File: src/rtl/clock_mode_ctrl_if.sv
// Bus between the alarm-clock mode controller and its time datapath, buttons and display.
interface clock_mode_ctrl_if;
  logic [4:0] btn;
  logic       sec_tick;
  logic [4:0] time_hh;
  logic [5:0] time_mm;
  logic       adjust;
  logic       ENTH;
  logic       ENTM;
  logic       updown;
  logic [4:0] alarm_hh;
  logic [5:0] alarm_mm;
  logic       disp_alarm;
  logic [3:0] led;
  logic       buzzer;

  modport master (output btn, sec_tick, time_hh, time_mm,
                  input  adjust, ENTH, ENTM, updown, alarm_hh, alarm_mm, disp_alarm, led, buzzer);
  modport slave  (input  btn, sec_tick, time_hh, time_mm,
                  output adjust, ENTH, ENTM, updown, alarm_hh, alarm_mm, disp_alarm, led, buzzer);
endinterface

File: src/rtl/clock_mode_ctrl.sv
// Alarm-clock mode FSM: time/alarm adjust, arming, ringing with timeout.
// Optional snooze on U while ringing: define CLOCK_MODE_SNOOZE_EN.
module clock_mode_ctrl #(
  parameter int ALARM_TIMEOUT = 60
) (
  input  logic clk,
  input  logic rst,
  clock_mode_ctrl_if.slave bus
);
  typedef enum logic [2:0] {CLOCK, ADJ_TH, ADJ_TM, ADJ_AH, ADJ_AM, RINGING} state_t;
  typedef enum logic [2:0] {B_NONE, B_C, B_L, B_R, B_U, B_D} btn_t;

  state_t     state, state_n;
  btn_t       win;
  logic       armed, armed_n;
  logic [4:0] ah, ah_n;
  logic [5:0] am, am_n;
  logic [7:0] ring, ring_n;
  logic       match, match_q, trig, fire;
  logic       enth_n, entm_n, ud_n, adj_n, disp_n;

  always_comb begin
    win = B_NONE;
    if      (bus.btn[0]) win = B_C;
    else if (bus.btn[3]) win = B_L;
    else if (bus.btn[4]) win = B_R;
    else if (bus.btn[1]) win = B_U;
    else if (bus.btn[2]) win = B_D;
  end

  assign match = (bus.time_hh == ah) && (bus.time_mm == am);
  assign trig  = armed && match && !match_q;

`ifdef CLOCK_MODE_SNOOZE_EN
  logic       pend, pend_n, smatch, smatch_q;
  logic [4:0] sh, sh_n;
  logic [5:0] sm, sm_n;
  logic [6:0] mm5;
  assign smatch = pend && (bus.time_hh == sh) && (bus.time_mm == sm);
  assign fire   = trig || (smatch && !smatch_q);
  assign mm5    = {1'b0, bus.time_mm} + 7'd5;
`else
  assign fire = trig;
`endif

  always_comb begin
    state_n = state;
    armed_n = armed;
    ah_n    = ah;
    am_n    = am;
    ring_n  = ring;
    enth_n  = 1'b0;
    entm_n  = 1'b0;
    ud_n    = bus.updown;
`ifdef CLOCK_MODE_SNOOZE_EN
    pend_n  = pend;
    sh_n    = sh;
    sm_n    = sm;
`endif
    case (state)
      // an alarm edge outranks a button arriving in the same cycle
      CLOCK: begin
        if (fire) begin
          state_n = RINGING;
          ring_n  = 8'd0;
`ifdef CLOCK_MODE_SNOOZE_EN
          pend_n  = 1'b0;
`endif
        end else begin
          case (win)
            B_C:     state_n = ADJ_TH;
            B_U:     armed_n = 1'b1;
            B_D:     armed_n = 1'b0;
            default: ;
          endcase
        end
      end
      ADJ_TH, ADJ_TM, ADJ_AH, ADJ_AM: begin
        case (win)
          B_C: state_n = CLOCK;
          B_R: case (state)
                 ADJ_TH:  state_n = ADJ_TM;
                 ADJ_TM:  state_n = ADJ_AH;
                 ADJ_AH:  state_n = ADJ_AM;
                 default: state_n = ADJ_TH;
               endcase
          B_L: case (state)
                 ADJ_TH:  state_n = ADJ_AM;
                 ADJ_AM:  state_n = ADJ_AH;
                 ADJ_AH:  state_n = ADJ_TM;
                 default: state_n = ADJ_TH;
               endcase
          B_U, B_D: case (state)
                 ADJ_TH: begin enth_n = 1'b1; ud_n = (win == B_D); end
                 ADJ_TM: begin entm_n = 1'b1; ud_n = (win == B_D); end
                 ADJ_AH: if (win == B_D) ah_n = (ah == 5'd0)  ? 5'd23 : ah - 5'd1;
                         else            ah_n = (ah == 5'd23) ? 5'd0  : ah + 5'd1;
                 default: if (win == B_D) am_n = (am == 6'd0)  ? 6'd59 : am - 6'd1;
                          else            am_n = (am == 6'd59) ? 6'd0  : am + 6'd1;
               endcase
          default: ;
        endcase
      end
      RINGING: begin
        if (win != B_NONE) begin
          state_n = CLOCK;
`ifdef CLOCK_MODE_SNOOZE_EN
          if (win == B_U) begin
            pend_n = 1'b1;
            if (mm5 >= 7'd60) begin
              sm_n = 6'(mm5 - 7'd60);
              sh_n = (bus.time_hh == 5'd23) ? 5'd0 : bus.time_hh + 5'd1;
            end else begin
              sm_n = 6'(mm5);
              sh_n = bus.time_hh;
            end
          end else begin
            pend_n = 1'b0;
          end
`endif
        end else if (bus.sec_tick) begin
          ring_n = ring + 8'd1;
          if (ring_n == 8'(ALARM_TIMEOUT)) state_n = CLOCK;
        end
      end
      default: state_n = CLOCK;
    endcase
  end

  assign adj_n  = (state_n == ADJ_TH) || (state_n == ADJ_TM);
  assign disp_n = (state_n == ADJ_AH) || (state_n == ADJ_AM);

  always_ff @(posedge clk or posedge rst) begin
    if (rst) begin
      state          <= CLOCK;
      armed          <= 1'b0;
      ah             <= 5'd0;
      am             <= 6'd0;
      ring           <= 8'd0;
      match_q        <= 1'b1;
      bus.adjust     <= 1'b0;
      bus.ENTH       <= 1'b0;
      bus.ENTM       <= 1'b0;
      bus.updown     <= 1'b0;
      bus.disp_alarm <= 1'b0;
      bus.led        <= 4'd0;
      bus.buzzer     <= 1'b0;
    end else begin
      state          <= state_n;
      armed          <= armed_n;
      ah             <= ah_n;
      am             <= am_n;
      ring           <= ring_n;
      match_q        <= match;
      bus.adjust     <= adj_n;
      bus.ENTH       <= enth_n;
      bus.ENTM       <= entm_n;
      bus.updown     <= ud_n;
      bus.disp_alarm <= disp_n;
      bus.led        <= {state_n == RINGING, disp_n, adj_n, armed_n};
      bus.buzzer     <= (state_n == RINGING);
    end
  end

  assign bus.alarm_hh = ah;
  assign bus.alarm_mm = am;

`ifdef CLOCK_MODE_SNOOZE_EN
  always_ff @(posedge clk or posedge rst) begin
    if (rst) begin
      pend     <= 1'b0;
      sh       <= 5'd0;
      sm       <= 6'd0;
      smatch_q <= 1'b1;
    end else begin
      pend     <= pend_n;
      sh       <= sh_n;
      sm       <= sm_n;
      smatch_q <= smatch;
    end
  end
`endif
endmodule
File: src/flat_wrapper.sv
// flat-port wrapper written by rule: the top's interface ports become plain ports
module clock_mode_ctrl_flat 
#(
  parameter int ALARM_TIMEOUT = 60
)
  (clk, rst, bus_btn, bus_sec_tick, bus_time_hh, bus_time_mm, bus_adjust, bus_ENTH, bus_ENTM, bus_updown, bus_alarm_hh, bus_alarm_mm, bus_disp_alarm, bus_led, bus_buzzer);
  clock_mode_ctrl_if bus_i ();
  input  logic clk;
  input  logic rst;
  input wire logic [$bits(bus_i.btn)-1:0] bus_btn;
  input wire logic [$bits(bus_i.sec_tick)-1:0] bus_sec_tick;
  input wire logic [$bits(bus_i.time_hh)-1:0] bus_time_hh;
  input wire logic [$bits(bus_i.time_mm)-1:0] bus_time_mm;
  output wire logic [$bits(bus_i.adjust)-1:0] bus_adjust;
  output wire logic [$bits(bus_i.ENTH)-1:0] bus_ENTH;
  output wire logic [$bits(bus_i.ENTM)-1:0] bus_ENTM;
  output wire logic [$bits(bus_i.updown)-1:0] bus_updown;
  output wire logic [$bits(bus_i.alarm_hh)-1:0] bus_alarm_hh;
  output wire logic [$bits(bus_i.alarm_mm)-1:0] bus_alarm_mm;
  output wire logic [$bits(bus_i.disp_alarm)-1:0] bus_disp_alarm;
  output wire logic [$bits(bus_i.led)-1:0] bus_led;
  output wire logic [$bits(bus_i.buzzer)-1:0] bus_buzzer;
  assign bus_i.btn = bus_btn;
  assign bus_i.sec_tick = bus_sec_tick;
  assign bus_i.time_hh = bus_time_hh;
  assign bus_i.time_mm = bus_time_mm;
  assign bus_adjust = bus_i.adjust;
  assign bus_ENTH = bus_i.ENTH;
  assign bus_ENTM = bus_i.ENTM;
  assign bus_updown = bus_i.updown;
  assign bus_alarm_hh = bus_i.alarm_hh;
  assign bus_alarm_mm = bus_i.alarm_mm;
  assign bus_disp_alarm = bus_i.disp_alarm;
  assign bus_led = bus_i.led;
  assign bus_buzzer = bus_i.buzzer;
  clock_mode_ctrl #(.ALARM_TIMEOUT(ALARM_TIMEOUT)) u_core (.clk(clk), .rst(rst), .bus(bus_i));
endmodule
File: config.mk
export PLATFORM = sky130hd
export DESIGN_NAME = clock_mode_ctrl_flat
export DESIGN_NICKNAME = d
export VERILOG_FILES = /design/src/rtl/clock_mode_ctrl_if.sv /design/src/rtl/clock_mode_ctrl.sv /design/src/flat_wrapper.sv
export SDC_FILE = /design/constraint.sdc
export NUM_CORES = 1
export LEC_CHECK = 0
export CAP_MARGIN = 25
export CORE_MARGIN = 5
export CORE_UTILIZATION = 40
export CTS_BUF_LIST = sky130_fd_sc_hd__clkbuf_4
export DETAILED_ROUTE_END_ITERATION = 10
export SYNTH_ARGS = -nofsm -noshare
export SYNTH_HDL_FRONTEND = slang
export SYNTH_SLANG_ARGS = --single-unit
File: constraint.sdc
create_clock -name clk -period 2.35 [get_ports clk]
set_input_delay 0.235 -clock clk [delete_from_list [all_inputs] [get_ports clk]]
set_output_delay 0.235 -clock clk [all_outputs]
set_load 0.01 [all_outputs]
==> results of run 1 <==
## power groups by stage
stage / Combinational (mW) / Clock [mW] / Sequential [mW]
final: 0.416 / 0.334 / 0.659
after global routing: 0.462 / 0.368 / 0.673
after CTS: 0.420 / 0.346 / 0.661
after detailed placement: 0.417 / 0 / 0.672
after global placement: 0.413 / 0 / 0.670
after floorplan: 0.285 / 0 / 0.627
## metal layers
layer | wire length (um) | share of wire, % | vias to the layer above | track usage [%]
met3 | 226 | 4.4 | 10 | 3.47
met4 | 87 | 1.7 | 0 | 6.69
met5 | 0 | 0 | - | 0
met1 | 2530 | 49 | 927 | 21.9
met2 | 2290 | 45 | 53 | 23.6
li1 | - | - | 960 | -
## cell usage in the layout, fill, tap and decap left out, drive strengths merged, types with 6 or more instances in the layout
master	instances
clkdlybuf4s50	39
dfrtp	29
nor2	20
nand2	17
xor2	15
inv	13
a31oi	12
buf	12
nand3	11
o21ai	11
a21oi	11
nor3	9
clkbuf	8
nand2b	6
ha	6
## cells by family after synthesis
logic type	after synthesis	synth area share, %
adders and majority gates	6	3.53
and+or+nand+nor	98	26.4
AOI/OAI and AO/OA	58	17.7
DFF	30	35.3
xor gates and xnor gates	19	7.82
muxes	4	1.88
buffers and inverters	33	7.35
## synthesized netlist by cell type, types with 2 or more instances
| cell | number |
|---|---|
| dfrtp_1 | 29 |
| nor2_1 | 20 |
| nand2_1 | 17 |
| xor2_1 | 15 |
| inv_1 | 13 |
| a31oi_1 | 12 |
| a21oi_1 | 11 |
| nand3_1 | 11 |
| o21ai_0 | 11 |
| buf_2 | 10 |
| nor3_1 | 8 |
| ha_1 | 6 |
| nand2b_1 | 6 |
| and3_1 | 5 |
| buf_4 | 5 |
| o211ai_1 | 5 |
| o31ai_1 | 5 |
| or2_2 | 5 |
| clkbuf_1 | 4 |
| mux2i_1 | 4 |
| nand3b_1 | 4 |
| xnor2_1 | 4 |
| nor4_1 | 3 |
| a211o_1 | 2 |
| a211oi_1 | 2 |
| nand4_1 | 2 |
| nor3b_1 | 2 |
| nor4b_1 | 2 |
| o22ai_1 | 2 |
| or3_1 | 2 |
## per-stage QoR
stage / hold slack, ns / cells / power [mW] / instance area [um2] / utilization, %
6_report: 0.263 / 357 / 1.41 / 2660 / 51.8
5_1_grt: 0.299 / 357 / 1.50 / 2660 / 51.8
4_1_cts: 0.263 / 357 / 1.43 / 2660 / 51.8
3_5_place_dp: 0.512 / 349 / 1.09 / 2600 / 50.6
3_3_place_gp: 0.503 / 349 / 1.08 / 2600 / 50.6
2_1_floorplan: 0.321 / 248 / 0.912 / 2130 / -
## registers in the layout (all words and copies together), names as in the netlist
register,flops
u_core.bus.ENTH,1
u_core.bus.led,3
u_core.bus.updown,1
u_core.bus.alarm_hh,5
u_core.match_q,1
u_core.ring,8
u_core.bus.alarm_mm,6
u_core.state,3
u_core.bus.ENTM,1
u_core.bus.buzzer,1
## cell type report
class | count | area (um2)
clock buffers | 8 | 60.1
fillers | 527 | 2480
inverters | 13 | 48.8
multi-input cells | 185 | 1220
flip-flops and latches | 30 | 752
well taps | 70 | 87.6
repair buffers | 51 | 493
## worst paths after layout
kind / startpoint / endpoint / slack (ns) / cells past startpoint
worst max-delay path: u_core.state[1]$_DFF_PP0_ / u_core.bus.alarm_mm[2]$_DFFE_PP0P_ / 0.34 / 5
worst min-delay path: rst / u_core.ring[5]$_DFFE_PP0P_ / 0.26 / 3
worst max register to register: u_core.state[1]$_DFF_PP0_ / u_core.bus.alarm_mm[2]$_DFFE_PP0P_ / 0.34 / 5
worst min register to register: u_core.ring[6]$_DFFE_PP0P_ / u_core.ring[6]$_DFFE_PP0P_ / 0.53 / 1
max in group asynchronous: rst / u_core.match_q$_DFF_PP1_ / 1.76 / 3
min in group clk: u_core.ring[6]$_DFFE_PP0P_ / u_core.ring[6]$_DFFE_PP0P_ / 0.53 / 1
## worst min-delay path, cell delays in order
cell,delay (ns)
clkdlybuf4s50_1,0.39
inv_1,0.05
buf_4,0.35
==> impl_metrics.py, run 1 <==
metrics = {
    "hold_path": {
        "hp-class": "in -> async",
    },
    "critical_path": {
        "end_kind": "register",
        "worstPathArrival_ns": 2.25,
        "crit_type": "reg -> reg",
        "path_cells": "nor4_4, o21ai_0, nand2b_1, buf_4, o31ai_1",
        "cp.required_ns": 2.59,
        "path_buf_inv": 1,
        "crit_path_max_incr_delay_ns": 0.54,
        "crit_path_start_kind": "register",
        "critPathSlowestCell": "dfrtp_1",
        "critPathTopFamily": "simple AND/OR/NAND/NOR gates",
        "cp_max_fo": 10,
    },
    "timing": {
        "slew-limit-headroom_pct": 72.4,
        "fin_setup_tns_ns": 0,
        "fin_crit_sh_pct": 85.4,
        "post-route-min-period_ns": 2.01,
        "fmax_mhz": 499,
        "setup_viol": 0,
        "rsz0062_at_grt": "false",
        "skew_ns": 0.00504,
        "slew_viol_final": 0,
        "hold_viol_final": 0,
        "layout_setup_ws_ns": 0.344,
        "tightestPinTransition_ns": 0.413,
    },
    "yosys": {
        "ys_seq_area_share_pct": 35.3,
        "synth_flop_cell": "dfrtp_1",
        "synth_cells": 248,
        "syn_area_per_cell_um2": 8.58,
        "synth_area_leader_cell": "dfrtp_1",
        "yosysWarnings": 0,
        "synth_top_area_share_pct": 34.1,
        "synth.area.top_cells": "dfrtp_1, xor2_1, a31oi_1, ha_1, nor2_1",
        "async_flop_share_pct": 100,
        "syn-cell-area_mm2": 0.00213,
        "ys_types": 51,
        "synth_edf_count": 0,
        "syn-num-nets": 273,
        "ys_ff_latch": 30,
    },
    "die": {
        "initial_core_util_pct": 41.4,
        "dieHeight_um": 82.9,
        "core_mm2": 0.00514,
        "fp-row-count": 26,
        "io_pins": 40,
        "die_w_um": 82.9,
        "die-area_mm2": 0.00688,
    },
    "placed_design": {
        "port_buffers": 39,
        "dp_hpwl_um": 3810,
        "place.gp.congestion": 0.865,
        "dp_slack_ns": 0.155,
    },
    "job": {
        "maxCapViolations": 0,
    },
    "pwr": {
        "power.density_mw_per_mm2": 529,
        "p_seq_share_pct": 46.8,
        "switching_share_pct": 32.4,
        "power_frac_clock_pct": 23.7,
        "power.leakage_nw": 1.12,
        "combPwrFrac_pct": 29.5,
        "p_sw_mw": 0.457,
        "p_int_mw": 0.952,
        "vdd_drop_max_v": 0.000283,
    },
    "drt": {
        "viasPerCell": 5.46,
        "drt_iter0_drc": 80,
        "finalWirelength_um": 5130,
        "wire_per_inst_um": 14.4,
        "first_pass_iters": 4,
        "vias": 1950,
        "drc": 0,
        "ant_nets": 0,
    },
    "global_route": {
        "antenna_found_initial": 0,
        "grt-ovfl-total": 0,
        "track_usage_pct": 15.8,
        "grt_pass1_wl_um": 9020,
        "grt_max_degree": 31,
        "grt_pass1_vias": 1926,
    },
    "layout": {
        "num-nets-final": 311,
        "layout-drive-gt1-share_pct": 11.1,
        "syn_to_final_growth_pct": 25.0,
        "diodes": 0,
    },
    "clock_tree": {
        "ctsHoldBuffers": 0,
        "cts.sinks": 30,
        "cts_buffers": 5,
        "cts_tree": "done",
        "clock_latency_ns": 0.33,
        "cts_buffer_depth": 2,
        "post_cts_buffers": 0,
        "ctsHtreeMaxLevel": 2,
        "cts_resized": 0,
        "cts.clk_slew.worst_paths_ns": 0.10,
        "cts_root_buf": "clkbuf_4",
    },
    "outcome": {
        "outcome": "complete, no violations",
    },
}
Note: power is estimated with default switching activity, not from simulation.
==> run 2: changes to the inputs <==
PLACE_DENSITY = 0.64   (was not set)
SKIP_LAST_GASP = 1   (was not set)
TNS_END_PERCENT = 20   (was not set)
==> run 2 against run 1 <==
  * Hold slack lost 0.0028 ns
  * Maximum frequency shrank 1.3%
  * Via count decreased by 1.5%
  * Global-route usage is 0.13 points lower
  * Design area shrank 0.19%
  * Register-to-register slack worse by 0.03 ns
  * Critical endpoint is now u_core.bus.led[2]$_DFF_PP0_
==> impl_metrics.py, run 2 (synthesis gave the netlist of run 1 again) <==
metrics = {
    "pwr": {
        "p_int_mw": 0.931,
        "p_seq_share_pct": 46.5,
        "power_frac_clock_pct": 22.4,
        "p_sw_mw": 0.466,
        "vdd_drop_max_v": 0.000228,
        "combPwrFrac_pct": 31.1,
        "switching_share_pct": 33.4,
        "power.leakage_nw": 1.12,
        "power.density_mw_per_mm2": 526,
    },
    "critical_path": {
        "end_kind": "register",
        "critical_path.startpoint": "u_core.ring[2]$_DFFE_PP0P_",
        "cp.required_ns": 2.58,
        "crit_type": "reg -> reg",
        "worstPathArrival_ns": 2.26,
        "cp_max_fo": 5,
        "crit_path_start_kind": "register",
        "r2r-start": "u_core.ring[2]$_DFFE_PP0P_",
    },
    "drt": {
        "vias": 1920,
        "viasPerCell": 5.38,
        "wire_per_inst_um": 14.3,
        "ant_nets": 0,
        "first_pass_iters": 4,
        "drc": 0,
        "finalWirelength_um": 5100,
        "drt_iter0_drc": 84,
    },
    "clock_tree": {
        "cts_buffer_depth": 2,
        "clock_latency_ns": 0.34,
        "ctsHtreeMaxLevel": 2,
        "cts.sinks": 30,
        "cts.clk_slew.worst_paths_ns": 0.10,
        "cts_root_buf": "clkbuf_4",
        "cts_resized": 0,
        "cts_buffers": 5,
        "post_cts_buffers": 0,
        "cts_tree": "done",
        "ctsHoldBuffers": 0,
    },
    "global_route": {
        "grt_max_degree": 31,
        "grt_pass1_wl_um": 8980,
        "track_usage_pct": 15.7,
        "grt-ovfl-total": 0,
        "antenna_found_initial": 0,
        "grt_pass1_vias": 1898,
    },
    "timing": {
        "fin_crit_sh_pct": 86.5,
        "fin_setup_tns_ns": 0,
        "setup_viol": 0,
        "slew-limit-headroom_pct": 70.9,
        "slew_viol_final": 0,
        "post-route-min-period_ns": 2.03,
        "fmax_mhz": 492,
        "tightestPinTransition_ns": 0.437,
        "hold_viol_final": 0,
        "rsz0062_at_grt": "false",
        "skew_ns": 0.0103,
    },
    "placed_design": {
        "port_buffers": 39,
        "dp_cells": 349,
        "dp_hpwl_um": 3760,
        "place.gp.congestion": 0.909,
    },
    "layout": {
        "diodes": 0,
        "final_common_cell": "clkdlybuf4s50_1",
        "layoutNonFillerInstCount": 357,
        "syn_to_final_growth_pct": 24.8,
        "final_cell_mix": "clkdlybuf4s50_1, dfrtp_1, nor2_1, nand2_1, xor2_1",
        "top_register": "u_core.ring",
        "layout-drive-gt1-share_pct": 11.1,
        "largest_register_ffs": 8,
        "num-nets-final": 311,
    },
    "outcome": {
        "outcome": "complete, no violations",
    },
    "die": {
        "dieHeight_um": 82.9,
        "die-area_mm2": 0.00688,
        "io_pins": 40,
        "die_w_um": 82.9,
        "core_mm2": 0.00514,
        "initial_core_util_pct": 41.4,
        "fp-row-count": 26,
    },
    "hold_path": {
        "hp-class": "in -> async",
    },
    "job": {
        "maxCapViolations": 0,
    },
}
-- run 2: cell count changes in the layout (fill, tap and decap cells not counted), sizes merged --
cell | previous run | this run
clkbuf | 8 | 6
clkinv | 0 | 2
-- run 2: layout make-up --
class | instances | area, um2
inverters | 13 | 48.8
multi-input cells | 185 | 1220
flip-flops and latches | 30 | 752
repair buffers | 51 | 493
fillers | 507 | 2480
well taps | 70 | 87.6
clock buffers | 6 | 45.0
clock inverters | 2 | 10.0
-- run 2: power by group through the flow --
stage / sequential, mW / clock [mW] / combinational, mW
6_report: 0.649 / 0.313 / 0.435
5_1_grt: 0.660 / 0.352 / 0.483
4_1_cts: 0.649 / 0.327 / 0.439
3_5_place_dp: 0.659 / 0 / 0.437
3_3_place_gp: 0.659 / 0 / 0.434
2_1_floorplan: 0.627 / 0 / 0.285
-- run 2: critical path, stage by stage (launching register included) --
cell and delay [ns]:
dfrtp_1 0.44, or4b_1 0.55, o311ai_0 0.38, o211ai_1 0.19
and3_1 0.21, a21o_1 0.16
-- run 2: routing by layer --
layer  part of all wire, %  up-vias  track usage [%]
met5                     0        -                0
met4                   1.0        0             7.73
met3                   4.1        6             3.56
met2                    46       40             23.5
met1                    49      909             21.2
li1                      -      965                -
-- run 2: path summary, 6_finish.rpt --
check                      slack [ns]                            endpoint  depth (start not counted)
setup / recovery                 0.32         u_core.bus.led[2]$_DFF_PP0_                          5
hold / removal                   0.26  u_core.bus.alarm_mm[4]$_DFFE_PP0P_                          3
setup reg to reg                 0.32         u_core.bus.led[2]$_DFF_PP0_                          5
hold reg to reg                  0.53          u_core.ring[6]$_DFFE_PP0P_                          1
max in group asynchronous        1.77            u_core.match_q$_DFF_PP1_                          3
min in group clk                 0.53          u_core.ring[6]$_DFFE_PP0P_                          1
-- run 2: through the flow --
| step | area (um2) | utilization [%] | power (mW) | hold WS, ns | setup WS (ns) |
|---|---|---|---|---|---|
| 5_1_grt | 2660 | 51.7 | 1.49 | 0.262 | 0.221 |
| 2_1_floorplan | 2130 | - | 0.912 | 0.321 | 0.548 |
| 3_5_place_dp | 2600 | 50.6 | 1.10 | 0.511 | 0.105 |
| 6_report | 2660 | 51.7 | 1.40 | 0.261 | 0.317 |
| 4_1_cts | 2660 | 51.7 | 1.41 | 0.251 | 0.306 |
| 3_3_place_gp | 2600 | 50.6 | 1.09 | 0.494 | 0.131 |
